`config.mk`:
```
export PLATFORM = sky130hd
export DESIGN_NAME = apb_master_mux
export DESIGN_NICKNAME = d
export VERILOG_FILES = /design/src/rtl/apb_master_mux.sv
export SDC_FILE = /design/constraint.sdc
export NUM_CORES = 1
export LEC_CHECK = 0
export ABC_AREA = 1
export CORE_MARGIN = 1
export CORE_UTILIZATION = 34
export DETAILED_ROUTE_END_ITERATION = 8
export PLACE_DENSITY_LB_ADDON = 0.1
export SYNTH_ARGS = -nofsm -noshare
export SYNTH_HDL_FRONTEND = slang
export SYNTH_SLANG_ARGS = --single-unit
export TNS_END_PERCENT = 20
```
`constraint.sdc`:
```
create_clock -name Pclk -period 1.3 [get_ports Pclk]
set_clock_uncertainty 0.1 [all_clocks]
set_input_delay 0.325 -clock Pclk [delete_from_list [all_inputs] [get_ports Pclk]]
set_output_delay 0.325 -clock Pclk [all_outputs]
set_load 0.01 [all_outputs]
```
`src/rtl/apb_master_mux.sv`:
```
// APB master: turns single-shot user requests into SETUP/ACCESS transfers to one of NUM_SLV slaves.
// Optional `APB_TIMEOUT_EN adds an ACCESS wait-cycle limit (TIMEOUT_CYC) that aborts with err=1.
module apb_master_mux #(
  parameter int ADDR_W      = 8,
  parameter int DATA_W      = 8,
  parameter int NUM_SLV     = 4,
  parameter int TIMEOUT_CYC = 16
) (
  input  logic                      Pclk,
  input  logic                      Presetn,
  input  logic                      newd,
  input  logic                      wr,
  input  logic [ADDR_W-1:0]         Addr,
  input  logic [DATA_W-1:0]         datain,
  output logic [DATA_W-1:0]         dataout,
  output logic                      busy,
  output logic                      done,
  output logic                      err,
  output logic [NUM_SLV-1:0]        Psel,
  output logic                      Penable,
  output logic [ADDR_W-1:0]         Paddr,
  output logic [DATA_W-1:0]         PWdata,
  output logic                      Pwrite,
  input  logic [NUM_SLV*DATA_W-1:0] PRdata,
  input  logic [NUM_SLV-1:0]        Pready,
  input  logic [NUM_SLV-1:0]        Pslverr,
  output logic [1:0]                state_dbg
);

  localparam int SLV_BITS = (NUM_SLV > 1) ? $clog2(NUM_SLV) : 1;
  localparam logic [SLV_BITS:0] NUM_SLV_W = (SLV_BITS+1)'(NUM_SLV);

  typedef enum logic [1:0] {IDLE = 2'd0, SETUP = 2'd1, ACCESS = 2'd2} state_t;

  state_t state, state_n;
  logic [SLV_BITS-1:0] idx_q, idx_n;
  logic [NUM_SLV-1:0]  psel_n;
  logic                penable_n, pwrite_n, done_n, err_n;
  logic [ADDR_W-1:0]   paddr_n;
  logic [DATA_W-1:0]   pwdata_n, dataout_n;

  // Request handshake: newd is a one-cycle strobe taken only when state is IDLE
  // and no done pulse is showing; otherwise it is dropped, never queued.
  logic [SLV_BITS-1:0] req_idx;
  logic                req_valid;
  assign req_idx   = Addr[ADDR_W-1 -: SLV_BITS];
  assign req_valid = ({1'b0, req_idx} < NUM_SLV_W);

  logic              sel_ready, sel_err;
  logic [DATA_W-1:0] sel_rdata;
  always_comb begin
    sel_ready = 1'b0;
    sel_err   = 1'b0;
    sel_rdata = '0;
    for (int i = 0; i < NUM_SLV; i++) begin
      if (idx_q == SLV_BITS'(i)) begin
        sel_ready = Pready[i];
        sel_err   = Pslverr[i];
        sel_rdata = PRdata[i*DATA_W +: DATA_W];
      end
    end
  end

`ifdef APB_TIMEOUT_EN
  localparam int CNT_W = $clog2(TIMEOUT_CYC + 1);
  logic [CNT_W-1:0] wait_cnt, wait_cnt_n;
  logic             timed_out;
  assign timed_out = (wait_cnt == CNT_W'(TIMEOUT_CYC));
`endif

  always_comb begin
    state_n   = state;
    idx_n     = idx_q;
    psel_n    = Psel;
    penable_n = Penable;
    paddr_n   = Paddr;
    pwdata_n  = PWdata;
    pwrite_n  = Pwrite;
    dataout_n = dataout;
    done_n    = 1'b0;
    err_n     = 1'b0;
`ifdef APB_TIMEOUT_EN
    wait_cnt_n = wait_cnt;
`endif
    case (state)
      IDLE: begin
        if (newd && !done) begin
          paddr_n  = Addr;
          pwdata_n = datain;
          pwrite_n = wr;
          if (req_valid) begin
            idx_n   = req_idx;
            state_n = SETUP;
            for (int i = 0; i < NUM_SLV; i++) psel_n[i] = (req_idx == SLV_BITS'(i));
          end else begin
            done_n = 1'b1;
            err_n  = 1'b1;
          end
        end
      end
      SETUP: begin
        state_n   = ACCESS;
        penable_n = 1'b1;
`ifdef APB_TIMEOUT_EN
        wait_cnt_n = '0;
`endif
      end
      ACCESS: begin
`ifdef APB_TIMEOUT_EN
        if (timed_out) begin
          state_n   = IDLE;
          psel_n    = '0;
          penable_n = 1'b0;
          done_n    = 1'b1;
          err_n     = 1'b1;
        end else
`endif
        if (sel_ready) begin
          state_n   = IDLE;
          psel_n    = '0;
          penable_n = 1'b0;
          done_n    = 1'b1;
          err_n     = sel_err;
          if (!Pwrite && !sel_err) dataout_n = sel_rdata;
        end else begin
`ifdef APB_TIMEOUT_EN
          wait_cnt_n = wait_cnt + 1'b1;
`endif
        end
      end
      default: state_n = IDLE;
    endcase
  end

  always_ff @(posedge Pclk or negedge Presetn) begin
    if (!Presetn) begin
      state   <= IDLE;
      idx_q   <= '0;
      Psel    <= '0;
      Penable <= 1'b0;
      Paddr   <= '0;
      PWdata  <= '0;
      Pwrite  <= 1'b0;
      dataout <= '0;
      done    <= 1'b0;
      err     <= 1'b0;
      busy    <= 1'b0;
    end else begin
      state   <= state_n;
      idx_q   <= idx_n;
      Psel    <= psel_n;
      Penable <= penable_n;
      Paddr   <= paddr_n;
      PWdata  <= pwdata_n;
      Pwrite  <= pwrite_n;
      dataout <= dataout_n;
      done    <= done_n;
      err     <= err_n;
      busy    <= (state_n != IDLE);
    end
  end

`ifdef APB_TIMEOUT_EN
  always_ff @(posedge Pclk or negedge Presetn) begin
    if (!Presetn) wait_cnt <= '0;
    else          wait_cnt <= wait_cnt_n;
  end
`endif

  assign state_dbg = state;

endmodule

```
Word-level counts from Yosys, hierarchy flattened
Index checks and enable logic that the tools add are counted.
{"block": "word_totals", "latch_bits": 0, "ram_bits": 0, "out_inout_bits": 35, "register_bits": 37, "mem_bits_ro": 0, "in_bits": 60, "mem_count": 0, "word_cells": 60}
{"block": "classes", "n_addsub": 0, "bitwise": 0, "n_lt_le_gt_ge": 0, "eq_ne": 10, "mul": 0, "shift": 0, "n_div": 0, "muxes": 24, "reduce_logical": 15}
{"cell": "8-bit two-way mux", "n": 4}
{"cell": "1-bit two-way mux", "n": 13}
{"cell": "2-bit == test (second input constant)", "n": 5}
{"cell": "4-bit two-way mux", "n": 2}
{"cell": "4-bit one-hot mux with 2 select lines", "n": 1}
{"cell": "2-bit by 1-bit == test with 1-bit output (second input constant)", "n": 3}
{"cell": "2-bit logical NOT", "n": 3}
{"cell": "2-bit one-hot mux with 3 select lines", "n": 1}
{"cell": "3-bit AND reduction", "n": 2}
{"cell": "2-bit nonzero test", "n": 3}
{"cell": "2-bit two-way mux", "n": 2}
{"cell": "2-bit != test (second input constant)", "n": 2}
{"cell": "2-bit AND reduction", "n": 2}
{"cell": "1-bit logical NOT", "n": 3}
{"cell": "1-bit logical AND", "n": 2}
{"cell": "1-bit one-hot mux with 2 select lines", "n": 1}

Depth between registers and ports, before layout
Gate-level depths: netlist (run 1).
{"block": "depth", "word_depth": 8, "mapped_depth": 9, "mapped_depth_nobuf": 8}

Worst setup path before layout (run 1)
No wires, ideal clock.
{"block": "synth_timing", "kind": "reg-to-reg", "startpoint": "reg Paddr[7] (netlist name)", "endpoint": "reg dataout[0]", "stages_incl_launch_ff": 10, "path_buffers": 1, "setup_ns": 0.117, "required_time_ns": 1.083, "path_slack_ns": -0.152, "synth_period_minus_slack_ns": 1.452, "arrival_ns": 1.235, "cell_sequence": "dfrtp_1 -> buf_6 -> nor2_8 -> nand2_4 -> nand3_2 -> nand3_4 -> inv_6 -> nand2_4 -> nand2_1 -> nand2_1"}
{"item": "to (signal assigned)", "line": "156", "source": "dataout <= dataout_n;"}
{"item": "to (decl)", "line": "15", "source": "output logic [DATA_W-1:0] dataout,"}

==> results.sh, run 1 <==
export IMPL_cts_buffers=5
export IMPL_fp_row_count=25
export IMPL_dr_max_layer_used="met4"
export IMPL_final_setup_worst_slack_ns=-0.206
export IMPL_min_from="dataout[6]"
export IMPL_fin_area_um2=2920
export IMPL_cts_tree="yes"
export IMPL_path_class="reg2reg"
export IMPL_r2r_start="Paddr[6]"
export IMPL_worst_slew_pin_slew_ns=0.347
export IMPL_die_x_um=72.1
export IMPL_critPathSlowestCell="dfrtp_2"
export IMPL_critPathLaunchType="flip-flop"
export IMPL_finalCritPeriodShare=1.16
export IMPL_grt_max_degree=36
export IMPL_power_internal_uw=3640
export IMPL_cts_sinks=35
export IMPL_required_ns=1.41
export IMPL_place_congestion=0.749
export IMPL_wl_met2_um=2330
export IMPL_dp_hpwl_um=3620
export IMPL_crit_family="simple AND/OR/NAND/NOR gates"
export IMPL_switching_share=0.404
export IMPL_wl_per_cell_um=12.0
export IMPL_crit_chain="buf_6 -> buf_6 -> nand3_4 -> nand4_4 -> nor2_4 -> buf_12 -> nand3_1 -> nand2_1"
export IMPL_max_slew_margin=0.769
export IMPL_fin_tns_setup_ns=-2.53
export IMPL_dpl_instance_area_um2=2850
export IMPL_port_buffers=94
export IMPL_grt_pass1_vias=1781
export IMPL_irDropWorstVdd_mv=0.940
export IMPL_status="finished with violations"
export IMPL_r2r_cells=8
export IMPL_syn_inst=206
export IMPL_syn_area_per_cell_um2=8.11
export IMPL_holdPathEnd="dataout[6]"
export IMPL_via_per_inst=4.45
export IMPL_die_y_um=72.1
export IMPL_start_util=0.354
export IMPL_drive_above_1_share=0.285
export IMPL_crit_path_end_kind="flip-flop"
export IMPL_finalMaxSlewViolations=0
export IMPL_syn_nets=266
export IMPL_hold_viol=0
export IMPL_critPathArrivalTime_ns=1.62
export IMPL_whs_path_depth=2
export IMPL_nNetsFinal=394
export IMPL_finalSetupViolations=15
export IMPL_drt_initial_drc_count=53
export IMPL_core_area_um2=4720
export IMPL_reg2reg_setup_slack_ns=-0.21
export IMPL_pin_count=95
export IMPL_drv_cap=0
export IMPL_min_period_ns=1.51
export IMPL_m1WireLength_um=2180
export IMPL_synth_seq_cells=35
export IMPL_yosys_warnings=0
export IMPL_clock_power_share=0.115
export IMPL_syn_area_um2=1670
export IMPL_grt_usage=0.201
export IMPL_die_area_um2=5200
export IMPL_cellPowerDensity_nw_per_um2=2100
export IMPL_switchingPower_uw=2470
export IMPL_seq_power_share=0.307
export IMPL_violations="setup timing"
export IMPL_drt_pass1_iter_count=5
export IMPL_ys_types=19
export IMPL_critPathMaxStageDelay_ns=0.43
export IMPL_antenna_found_initial=0
export IMPL_combPwrFrac=0.579
export IMPL_ant_nets=0
export IMPL_drc=0
export IMPL_p_leak_uw=0.00151
export IMPL_cpMostUsedCell="buf_6"
export IMPL_ys_seq_area_frac=0.524
export IMPL_clk_pin_slew_ns=0.06
export IMPL_cts_buffer_depth=2
export IMPL_hold_path_class="reg2reg"
export IMPL_route_met3_wl_um=235
export IMPL_reg2reg_to="dataout[0]"
export IMPL_vias=1781
export IMPL_clock_root_buffer="clkbuf_8"
export IMPL_cts_htree_levels=2
export IMPL_rsz0062_at_grt="yes"
export IMPL_clock_latency_ns=0.28
export IMPL_worst_path_buf_inv=3
export IMPL_fmax_mhz=664
export IMPL_num_antenna_cells=0
export IMPL_layout_area_overhead_vs_synth_pct=74.7
export IMPL_path_max_fanout=7
export IMPL_drt_wl_total_um=4800
export IMPL_overflow=0
export IMPL_grt_pass1_wl_um=8060
-- cell usage after synthesis, drive strengths merged --
master / n / area [um^2]
nand2: 106 / 413
dfrtp: 35 / 876
nand4: 13 / 87.6
nor2: 8 / 53.8
nand3: 20 / 118
o21ai: 4 / 20.0
inv: 13 / 53.8
or2: 1 / 8.76
clkbuf: 2 / 7.51
buf: 4 / 32.5
-- through the flow --
stage           util  hold WS [ns]  total power (uW)  setup slack (ns)  instances
2_1_floorplan      -       -0.0706              3490            -0.151        206
3_3_place_gp   0.603         0.198              5460            -0.348        383
3_5_place_dp   0.603         0.205              5510            -0.391        383
4_1_cts        0.612         0.374              6090            -0.215        398
5_1_grt        0.618         0.406              6630            -0.281        400
6_report       0.618         0.373              6120            -0.206        400
-- power by group through the flow --
stage | Clock (uW) | Sequential, uW | Combinational (uW)
finish | 701 | 1880 | 3540
global route | 792 | 1930 | 3910
CTS | 728 | 1870 | 3500
detailed placement | 0 | 1910 | 3600
global placement | 0 | 1930 | 3530
floorplan | 0 | 2100 | 1400
-- area by class of cell --
| type | instances | area (um^2) |
|---|---|---|
| repair buffers | 126 | 1060 |
| fillers | 432 | 1810 |
| clock buffers | 6 | 72.6 |
| well taps | 67 | 83.8 |
| inverters | 13 | 53.8 |
| multi-input cells | 152 | 761 |
| flip-flops and latches | 35 | 878 |
| repair inverters | 1 | 3.75 |
-- sequential cells by signal, indices dropped and copies added (netlist names) --
signal     cells
Paddr          8
dataout        8
state_dbg      2
Pwrite         1
PWdata         8
done           1
Psel           4
err            1
busy           1
Penable        1
-- routing by layer --
metal | track usage | vias up
met4 | 0.0719 | 0
met5 | 0 | -
met3 | 0.0444 | 6
met1 | 0.256 | 816
met2 | 0.337 | 52
li1 | - | 907
-- placed cells by master, fill, tap and decap left out, drive strengths merged --
cell / count
buf: 64
clkbuf: 9
clkdlybuf4s50: 58
clkinv: 1
dfrtp: 35
dlygate4sd3: 1
inv: 13
nand2: 106
nand3: 20
nand4: 13
nor2: 8
o21ai: 4
or2: 1
-- worst max-delay path by stage --
stage | slack (ns) | startpoint | depth (start not counted) | end
global route | -0.28 | Paddr[6] | 8 | dataout[2]
detailed placement | -0.39 | Pready[2] | 8 | dataout[4]
finish | -0.21 | Paddr[6] | 8 | dataout[0]
CTS | -0.21 | Paddr[7] | 9 | dataout[4]
global placement | -0.35 | Pready[2] | 8 | dataout[3]
floorplan | -0.15 | Paddr[6] | 9 | dataout[0]
-- what timing repair did --
item / CTS / global route
buffers inserted: 7 / 2
hold buffers: 1 / 0
cloned: 1 / 0
endpoints found under the hold margin: 35 / 0
pin swaps: 5 / 4
endpoints found under the setup margin: 52 / 39
gates resized for setup: 143 / 18
-- logic make-up after synthesis --
family,count (synthesis),share of synthesized area
AOI/OAI and AO/OA,4,0.0120
DFF,35,0.524
buffers and inverters,19,0.0562
and+or+nand+nor,148,0.407
-- worst reg2reg max path: stages, from the launching register on --
cell and delay [ns]:
dfrtp_2 0.43, buf_6 0.14, buf_6 0.12, nand3_4 0.07, nand4_4 0.12, nor2_4 0.19, buf_12 0.13, nand3_1 0.07
nand2_1 0.07
Power figures use the tool's default switching activity.
==> inputs of run 2 (changes only) <==
- GPL_TIMING_DRIVEN: default -> 0
- HOLD_SLACK_MARGIN: default -> 0.02
==> run 2 against run 1 <==
Net effect: the flow still finishes with violations (setup timing); via count decreased by 4.4%; sequential power decreased by 3%; sequential share of layout area increased by 1.8 points; global-route usage decreased by 1.1 points; register-to-register slack about the same; final area decreased by 6.0%; critical path depth unchanged; fmax increased by 0.36%; die area unchanged; count of clock-buffer cells in the layout decreased by 1; core utilization decreased by 3.7 points; critical path type unchanged.
==> results.sh, run 2 (same netlist as run 1, synthesis figures left out) <==
export IMPL_drv_cap=0
export IMPL_fmax_mhz=666
export IMPL_crit_chain="buf_6 -> nand2_1 -> or2_4 -> nand3_4 -> clkinv_4 -> buf_4 -> nand3_1 -> nand2_1"
export IMPL_m1WireLength_um=2060
export IMPL_crit_path_end_kind="flip-flop"
export IMPL_dp_hpwl_um=3420
export IMPL_grt_usage=0.190
export IMPL_die_y_um=72.1
export IMPL_wl_per_cell_um=12.1
export IMPL_grt_pass1_vias=1653
export IMPL_finalCoreUtilization=0.581
export IMPL_layout_area_overhead_vs_synth_pct=64.3
export IMPL_pre_cts_ws_ns=-0.439
export IMPL_via_per_inst=4.41
export IMPL_worst_slew_pin_slew_ns=0.758
export IMPL_required_ns=1.37
export IMPL_drive_above_1_share=0.238
export IMPL_clk_pin_slew_ns=0.07
export IMPL_antenna_found_initial=0
export IMPL_route_met3_wl_um=283
export IMPL_cts_buffers=5
export IMPL_fp_row_count=25
export IMPL_multi_input_area_um2=746
export IMPL_irDropWorstVdd_mv=1.03
export IMPL_port_buffers=94
export IMPL_die_x_um=72.1
export IMPL_cts_tree="yes"
export IMPL_clock_latency_ns=0.28
export IMPL_final_setup_worst_slack_ns=-0.201
export IMPL_drt_wl_total_um=4680
export IMPL_cts_buffer_depth=2
export IMPL_max_slew_margin=0.494
export IMPL_violations="setup timing"
export IMPL_core_area_um2=4720
export IMPL_drc=0
export IMPL_cts_htree_levels=2
export IMPL_dr_max_layer_used="met4"
export IMPL_finalCritPeriodShare=1.15
export IMPL_hold_path_class="in2async"
export IMPL_cpMostUsedCell="nand2_1"
export IMPL_die_area_um2=5200
export IMPL_finalSetupViolations=16
export IMPL_start_util=0.354
export IMPL_pin_count=95
export IMPL_combPwrFrac=0.546
export IMPL_n_fill_cell=470
export IMPL_final_common_cell="nand2_1"
export IMPL_vias=1702
export IMPL_critPathMaxStageDelay_ns=0.36
export IMPL_num_antenna_cells=0
export IMPL_wl_met2_um=2290
export IMPL_hold_slack_ns=0.00985
export IMPL_hold_viol=0
export IMPL_switching_share=0.421
export IMPL_clock_root_buffer="clkbuf_8"
export IMPL_final_cell_mix="nand2_1, clkdlybuf4s50_1, buf_2"
export IMPL_grt_pass1_wl_um=7590
export IMPL_cts_sinks=35
export IMPL_fin_cells=386
export IMPL_drt_initial_drc_count=64
export IMPL_nNetsFinal=379
export IMPL_top_regs="PWdata (8), Paddr (8), dataout (8)"
export IMPL_seq_power_share=0.324
export IMPL_finalMaxSlewViolations=0
export IMPL_drt_pass1_iter_count=4
export IMPL_critPathArrivalTime_ns=1.57
export IMPL_overflow=0
export IMPL_critPathLaunchType="flip-flop"
export IMPL_status="finished with violations"
export IMPL_seq_area_um2=876
export IMPL_ant_nets=0
export IMPL_power_internal_uw=3270
export IMPL_p_total_uw=5660
export IMPL_dpl_cell_count=367
export IMPL_path_max_fanout=8
export IMPL_critPathSlowestCell="dfrtp_1"
export IMPL_clock_power_share=0.130
export IMPL_cts_hold_buf=0
export IMPL_grt_max_degree=36
export IMPL_min_period_ns=1.50
export IMPL_rsz0062_at_grt="yes"
export IMPL_switchingPower_uw=2380
export IMPL_path_class="reg2reg"
export IMPL_place_congestion=0.777
export IMPL_cellPowerDensity_nw_per_um2=2060
export IMPL_p_leak_uw=0.00143
[run 2: cell count changes in the layout (fill, tap and decap cells not counted), moves of 4 or more]
cell,delta
nand3_2,-4
buf_4,-10
buf_2,+4
nand3_1,+4
buf_6,-6
[run 2: per-stage QoR]
stage                     TNS, ns  cell area (um^2)
after floorplan             -1.27              1680
after global placement     -45.89              2700
after detailed placement   -12.05              2700
after CTS                   -2.42              2720
after global routing        -4.03              2740
final                       -2.34              2740
[run 2: final cells by class]
type | count | area share
Clock buffer | 5 | 0.0251
Tap cell | 67 | 0.0306
Sequential cell | 35 | 0.319
Multi-Input combinational cell | 152 | 0.272
Buffer | 6 | 0.0182
Inverter | 13 | 0.0196
Clock inverter | 2 | 0.00502
Timing Repair inverter | 1 | 0.00137
Timing Repair Buffer | 105 | 0.309
[run 2: final timing paths]
check / slack (ns) / startpoint / cells past startpoint / endpoint
worst max-delay path: -0.20 / Paddr[6] / 8 / dataout[0]
worst min-delay path: 0.01 / Presetn / 1 / PWdata[3]
worst max register to register: -0.20 / Paddr[6] / 8 / dataout[0]
worst min register to register: 0.37 / dataout[1] / 2 / dataout[1]
max in group asynchronous: 0.61 / Presetn / 1 / dataout[0]
min in group Pclk: 0.37 / dataout[1] / 2 / dataout[1]
[run 2: layer usage]
layer  up-vias  global-route usage
li1        880                   -
met1       767               0.237
met2        50               0.323
met3         5              0.0514
met4         0              0.0588
met5         -                   0
[run 2: power groups by stage]
stage | logic, uW | clock network [uW] | registers (uW)
3_5_place_dp | 3180 | 0 | 1870
5_1_grt | 3430 | 813 | 1890
6_report | 3090 | 738 | 1830
4_1_cts | 3040 | 775 | 1830
2_1_floorplan | 1400 | 0 | 2100
3_3_place_gp | 3150 | 0 | 1870
[run 2: critical path, delay by kind of cell (launching register included)]
kind	cells	cell delay, ns
buffers and inverters	3	0.39
flip-flops	1	0.36
AND/OR/NAND/NOR	5	0.52
[run 2: timing repair]
item,4_1_cts,5_1_grt
setup buffers,9,1
setup endpoints to repair,67,35
gates cloned,2,0
resized for setup,142,11
endpoints found under the hold margin,0,0
pin swaps,3,4
